$ cat config.mk
export PLATFORM = sky130hd
export DESIGN_NAME = serial_pattern_tx
export DESIGN_NICKNAME = d
export VERILOG_FILES = /design/src/rtl/serial_pattern_tx.sv
export SDC_FILE = /design/constraint.sdc
export NUM_CORES = 1
export LEC_CHECK = 0
export BUFFER_PORTS_ARGS = -buffer_cell sky130_fd_sc_hd__buf_2
export CAP_MARGIN = 10
export CELL_PAD_IN_SITES_DETAIL_PLACEMENT = 1
export CELL_PAD_IN_SITES_GLOBAL_PLACEMENT = 2
export CORE_ASPECT_RATIO = 1.1
export CORE_MARGIN = 2
export CORE_UTILIZATION = 33
export CTS_CLUSTER_SIZE = 30
export DETAILED_ROUTE_END_ITERATION = 16
export PLACE_DENSITY_LB_ADDON = 0.1
export SYNTH_ARGS = -nofsm -noshare
export SYNTH_HDL_FRONTEND = slang
export SYNTH_SLANG_ARGS = --single-unit
$ cat constraint.sdc
create_clock -name clock -period 2.4 [get_ports clock]
set_input_delay 0.24 -clock clock [delete_from_list [all_inputs] [get_ports clock]]
set_output_delay 0.24 -clock clock [all_outputs]
set_load 0.02 [all_outputs]
$ cat src/rtl/serial_pattern_tx.sv
// Serial pattern transmitter: loads a parallel pattern and shifts it out LSB first,
// with repeat passes and a trailing idle gap. Define SERIAL_PATTERN_TX_PARITY_EN for a per-pass parity bit.
module serial_pattern_tx #(
    parameter int WIDTH = 8,
    parameter int LEN_W = 4,
    parameter int REP_W = 4,
    parameter int GAP   = 1
) (
    input  logic             clock,
    input  logic             reset,
    input  logic             load_valid,
    output logic             load_ready,
    input  logic [WIDTH-1:0] load_data,
    input  logic [LEN_W-1:0] load_len,
    input  logic [REP_W-1:0] load_repeat,
    output logic             out,
    output logic             out_valid,
    output logic             busy,
    output logic             done
);

    localparam int GAP_W = (GAP > 1) ? $clog2(GAP) : 1;
    localparam logic [GAP_W-1:0] GAP_LAST = (GAP > 0) ? GAP_W'(GAP - 1) : '0;
    localparam logic [LEN_W-1:0] LEN_MAX  = LEN_W'(WIDTH);

    typedef enum logic [1:0] {
        ST_IDLE  = 2'd0,
        ST_SHIFT = 2'd1,
        ST_GAP   = 2'd2
    } state_t;

    state_t           r_state;
    logic [WIDTH-1:0] r_data;
    logic [WIDTH-1:0] r_shift;
    logic [LEN_W-1:0] r_cnt;
    logic [LEN_W-1:0] r_len_last;
    logic [REP_W-1:0] r_pass;
    logic [GAP_W-1:0] r_gap;
    logic             r_out;
    logic             r_valid;
    logic             r_busy;
    logic             r_done;

    logic [LEN_W-1:0] w_len_eff;
    logic [WIDTH-1:0] w_load_pattern;
    logic             w_accept;
    logic             w_last_data;
    logic             w_pass_end;

`ifdef SERIAL_PATTERN_TX_PARITY_EN
    logic r_par_phase;
    logic w_parity;

    function automatic logic [WIDTH-1:0] len_mask(input logic [LEN_W-1:0] len);
        len_mask = ~({WIDTH{1'b1}} << len);
    endfunction

    function automatic logic even_parity(input logic [WIDTH-1:0] d);
        even_parity = ^d;
    endfunction

    // Stored pattern is pre-masked to L bits, so its reduction XOR is the pass parity
    assign w_parity       = even_parity(r_data);
    assign w_load_pattern = load_data & len_mask(w_len_eff);
    assign w_pass_end     = r_par_phase;
`else
    assign w_load_pattern = load_data;
    assign w_pass_end     = w_last_data;
`endif

    assign load_ready  = (r_state == ST_IDLE) && !reset;
    assign w_accept    = load_valid && load_ready;
    assign w_last_data = (r_cnt == r_len_last);
    assign out         = r_out;
    assign out_valid   = r_valid;
    assign busy        = r_busy;
    assign done        = r_done;

    // Effective pass length: zero or oversize requests fall back to the full width
    always_comb begin
        w_len_eff = load_len;
        if ((load_len == {LEN_W{1'b0}}) || (load_len > LEN_MAX)) begin
            w_len_eff = LEN_MAX;
        end else begin
            w_len_eff = load_len;
        end
    end

    // Transmit FSM with registered serial outputs and completion pulse
    always_ff @(posedge clock) begin
        if (reset) begin
            r_state    <= ST_IDLE;
            r_data     <= '0;
            r_shift    <= '0;
            r_cnt      <= '0;
            r_len_last <= '0;
            r_pass     <= '0;
            r_gap      <= '0;
            r_out      <= 1'b0;
            r_valid    <= 1'b0;
            r_busy     <= 1'b0;
            r_done     <= 1'b0;
`ifdef SERIAL_PATTERN_TX_PARITY_EN
            r_par_phase <= 1'b0;
`endif
        end else begin
            case (r_state)
                ST_IDLE: begin
                    r_done <= 1'b0;
                    if (w_accept) begin
                        r_state    <= ST_SHIFT;
                        r_data     <= w_load_pattern;
                        r_shift    <= {1'b0, w_load_pattern[WIDTH-1:1]};
                        r_out      <= w_load_pattern[0];
                        r_valid    <= 1'b1;
                        r_busy     <= 1'b1;
                        r_cnt      <= '0;
                        r_len_last <= w_len_eff - LEN_W'(1);
                        r_pass     <= load_repeat;
`ifdef SERIAL_PATTERN_TX_PARITY_EN
                        r_par_phase <= 1'b0;
`endif
                    end else begin
                        r_out   <= 1'b0;
                        r_valid <= 1'b0;
                        r_busy  <= 1'b0;
                    end
                end
                ST_SHIFT: begin
                    r_done <= 1'b0;
                    if (w_pass_end) begin
                        if (r_pass != {REP_W{1'b0}}) begin
                            // Next pass starts on the very next cycle, no idle bubble
                            r_pass  <= r_pass - REP_W'(1);
                            r_cnt   <= '0;
                            r_out   <= r_data[0];
                            r_shift <= {1'b0, r_data[WIDTH-1:1]};
`ifdef SERIAL_PATTERN_TX_PARITY_EN
                            r_par_phase <= 1'b0;
`endif
                        end else if (GAP > 0) begin
                            r_state <= ST_GAP;
                            r_gap   <= GAP_LAST;
                            r_out   <= 1'b0;
                            r_valid <= 1'b0;
                        end else begin
                            r_state <= ST_IDLE;
                            r_out   <= 1'b0;
                            r_valid <= 1'b0;
                            r_busy  <= 1'b0;
                            r_done  <= 1'b1;
                        end
                    end else begin
`ifdef SERIAL_PATTERN_TX_PARITY_EN
                        if (w_last_data) begin
                            r_out       <= w_parity;
                            r_par_phase <= 1'b1;
                        end else begin
                            r_out   <= r_shift[0];
                            r_shift <= {1'b0, r_shift[WIDTH-1:1]};
                            r_cnt   <= r_cnt + LEN_W'(1);
                        end
`else
                        r_out   <= r_shift[0];
                        r_shift <= {1'b0, r_shift[WIDTH-1:1]};
                        r_cnt   <= r_cnt + LEN_W'(1);
`endif
                    end
                end
                ST_GAP: begin
                    r_out   <= 1'b0;
                    r_valid <= 1'b0;
                    if (r_gap == {GAP_W{1'b0}}) begin
                        r_state <= ST_IDLE;
                        r_busy  <= 1'b0;
                        r_done  <= 1'b1;
                    end else begin
                        r_gap  <= r_gap - GAP_W'(1);
                        r_done <= 1'b0;
                    end
                end
                default: begin
                    r_state <= ST_IDLE;
                    r_out   <= 1'b0;
                    r_valid <= 1'b0;
                    r_busy  <= 1'b0;
                    r_done  <= 1'b0;
                end
            endcase
        end
    end

endmodule

==> results.py <==
metrics = {
    "logic_synthesis": {
        "synth_edf_count": 0,
        "synth-xor-area-share_pct": 2.74,
        "synth.cell_area_um2": 1600,
        "async_flop_share_pct": 0,
        "synth_ff_type": "dfxtp_1",
        "syn_nets": 212,
        "synth-compound-area-share_pct": 20.0,
        "synth_top_family_by_area": "simple AND/OR/NAND/NOR gates",
        "synthSimpleGateAreaFrac_pct": 23.3,
        "syn_inst": 190,
        "synth_fa_ha_area_share_pct": 2.35,
        "synth.avg_cell_area_um2": 8.41,
        "yosysSeqAreaShare_pct": 41.3,
        "synth.distinct_cells": 39,
        "synth_mux_area_share_pct": 4.39,
        "synth-seq-cells": 33,
        "synth_warnings": 0,
    },
    "detailed_routing": {
        "viasPerCell": 5.37,
        "vias": 1444,
        "ant_nets": 0,
        "drtIter0Drc": 63,
        "routedWlPerCell_um": 14.5,
        "wirelength_mm": 3.91,
        "drc": 0,
        "first_pass_iters": 4,
    },
    "sta": {
        "slew_headroom_pct": 65.4,
        "hold_viol": 0,
        "fin_hold_ws_ps": 177,
        "min_period_over_period_pct": 81.8,
        "timing.fmax_mhz": 509,
        "fin_tns_setup_ps": 0,
        "rsz0062_at_grt": "no",
        "finalMaxSlewViolations": 0,
        "tightest_slew_ps": 518,
        "skew_ps": 7.30,
        "period_minus_slack_ps": 1960,
        "setup_violations": 0,
    },
    "placement": {
        "post-place-cells": 262,
        "dp_hpwl_mm": 2.88,
        "numPortBuffers": 23,
        "routabilityCongestion": 0.757,
    },
    "worst_setup_path": {
        "crit_family": "compound AO/OA/AOI/OAI gates",
        "crit_chain": "or3b_2 > a311o_1 > buf_4 > a211o_1 > a21oi_2",
        "crit_fanout": 14,
        "path_buf_inv": 1,
        "max_stage_delay_ps": 520,
        "r2r-end": "r_shift[5]",
        "path_depth": 5,
        "startpoint": "r_state[0]",
        "r2r_cells": 5,
        "rr_startpoint": "r_state[0]",
        "endpoint_kind": "flop",
        "rrSetupSlack_ps": 440,
        "worst-setup-path-type": "flop to flop",
        "cp.required_ps": 2610,
        "arrival_ps": 2170,
        "critPathLaunchType": "flop",
        "cpMaxStageDelayCell": "or3b_2",
    },
    "pwr": {
        "pwr-share-comb_pct": 27.4,
        "p_sw_mw": 0.479,
        "seq_power_share_pct": 44.3,
        "p_clk_share_pct": 28.3,
        "peakVddDrop_mv": 0.349,
        "power_density_nw_per_um2": 804,
        "p_sw_share_pct": 32.4,
        "p_total_mw": 1.48,
        "p_int_mw": 1.00,
        "p_leak_nw": 0.784,
    },
    "min_path": {
        "hp-class": "input port to flop",
        "holdPathStages": 2,
        "hold_end": "r_len_last[0]",
        "min_from": "load_len[0]",
    },
    "clock_tree": {
        "cts_setup_buffers": 0,
        "cts_tree": "done",
        "cts_max_path_buffers": 2,
        "clk_latency_ps": 270,
        "cts.sinks": 33,
        "cts_hold_buf": 0,
        "ctsResizeCount": 0,
        "cts_buffers": 5,
        "htreeDepth": 2,
        "clk_pin_slew_ps": 70,
        "cts_root_buf": "clkbuf_8",
    },
    "global_route": {
        "antenna_found_initial": 0,
        "grt_first_pass_wirelength_mm": 7.00,
        "grt_max_degree": 27,
        "grt_usage_pct": 16.0,
        "first_global_vias": 1467,
        "grt_overflow": 0,
    },
    "floorplanning": {
        "die_y_um": 77.0,
        "coreArea_um2": 4650,
        "rows": 26,
        "io_pins": 24,
        "die_x_um": 70.3,
        "dieArea_um2": 5420,
        "initial_utilization_pct": 34.3,
    },
    "layout": {
        "layout_common_cells": "dfxtp_1 (33), nand2_1 (26), buf_2 (23)",
        "synthToLayoutAreaGrowth_pct": 15.1,
        "diodes": 0,
        "final_common_cell": "dfxtp_1",
        "final_nets": 235,
        "final_cells": 269,
        "drive_gt1_share_pct": 18.8,
    },
    "run_status": {
        "outcome": "finished clean",
    },
    "run": {
        "cap_viol_max_count": 0,
    },
}
[synth_stat cells (all sizes together), types with 2 or more instances]
cell,count,area [um2]
inv,5,18.8
xor2,4,35.0
o21ai,2,10.0
nor2b,4,25.0
a211o,6,52.6
nor3b,3,22.5
nand2b,2,12.5
a31oi,4,25.0
ha,3,37.5
dfxtp,33,661
and3,3,18.8
a21oi,19,98.9
mux2i,7,70.1
buf,3,37.5
a211oi,6,50.1
nand3,3,15.0
or3,3,18.8
clkbuf,10,37.5
nand2,27,104
nor2,22,82.6
nor3,7,35.0
[flip-flops by register name, summed over array words and instances, names as in the netlist, 2 cells and up]
signal      cells
r_state         2
r_cnt           4
r_data          8
r_shift         7
r_len_last      4
r_pass          4
[worst max path at each step]
stage               slack, ps    endpoint
global placement          510  r_shift[2]
detailed placement        460  r_shift[5]
global route              300  r_shift[0]
floorplan                 590   r_pass[3]
finish                    440  r_shift[5]
CTS                       440  r_shift[5]
[area by class of cell]
type                       count  area [um2]
tap                           56        70.1
inverter                       5        18.8
sequential                    33         661
clock buffer                   7        86.3
fill                         573        2810
timing repair buffer          29         160
multi-input combinational    139         843
[power by group through the flow]
stage | clock [mW] | combinational (mW) | sequential (mW)
6_report | 0.419 | 0.406 | 0.655
5_1_grt | 0.471 | 0.457 | 0.666
4_1_cts | 0.436 | 0.413 | 0.655
3_5_place_dp | 0 | 0.410 | 0.667
3_3_place_gp | 0 | 0.403 | 0.665
2_1_floorplan | 0 | 0.334 | 0.652
[cells by family (layout without fill, tap and decap cells)]
family / Yosys count / in the layout
compound gates: 47 / 47
xor+xnor: 5 / 5
fa+ha+maj: 3 / 3
buf+inv: 18 / 41
flops: 33 / 33
mux: 7 / 7
simple gates: 77 / 77
[metal layers]
layer  vias to the layer above  GRT usage (%)  routed length (um)
met4                         0           4.04                  19
met5                         -              0                   0
met1                       713           20.5                1820
met2                        19           27.0                1950
li1                        710              -                   -
met3                         2           3.55                 116
[through the flow]
step | setup WS [ps] | area, um2 | utilization, %
3_5_place_dp | 461 | 1750 | 37.7
5_1_grt | 298 | 1840 | 39.5
3_3_place_gp | 507 | 1750 | 37.7
2_1_floorplan | 592 | 1600 | -
4_1_cts | 440 | 1840 | 39.5
6_report | 436 | 1840 | 39.5
No activity file was read; power rests on OpenSTA's default activity.
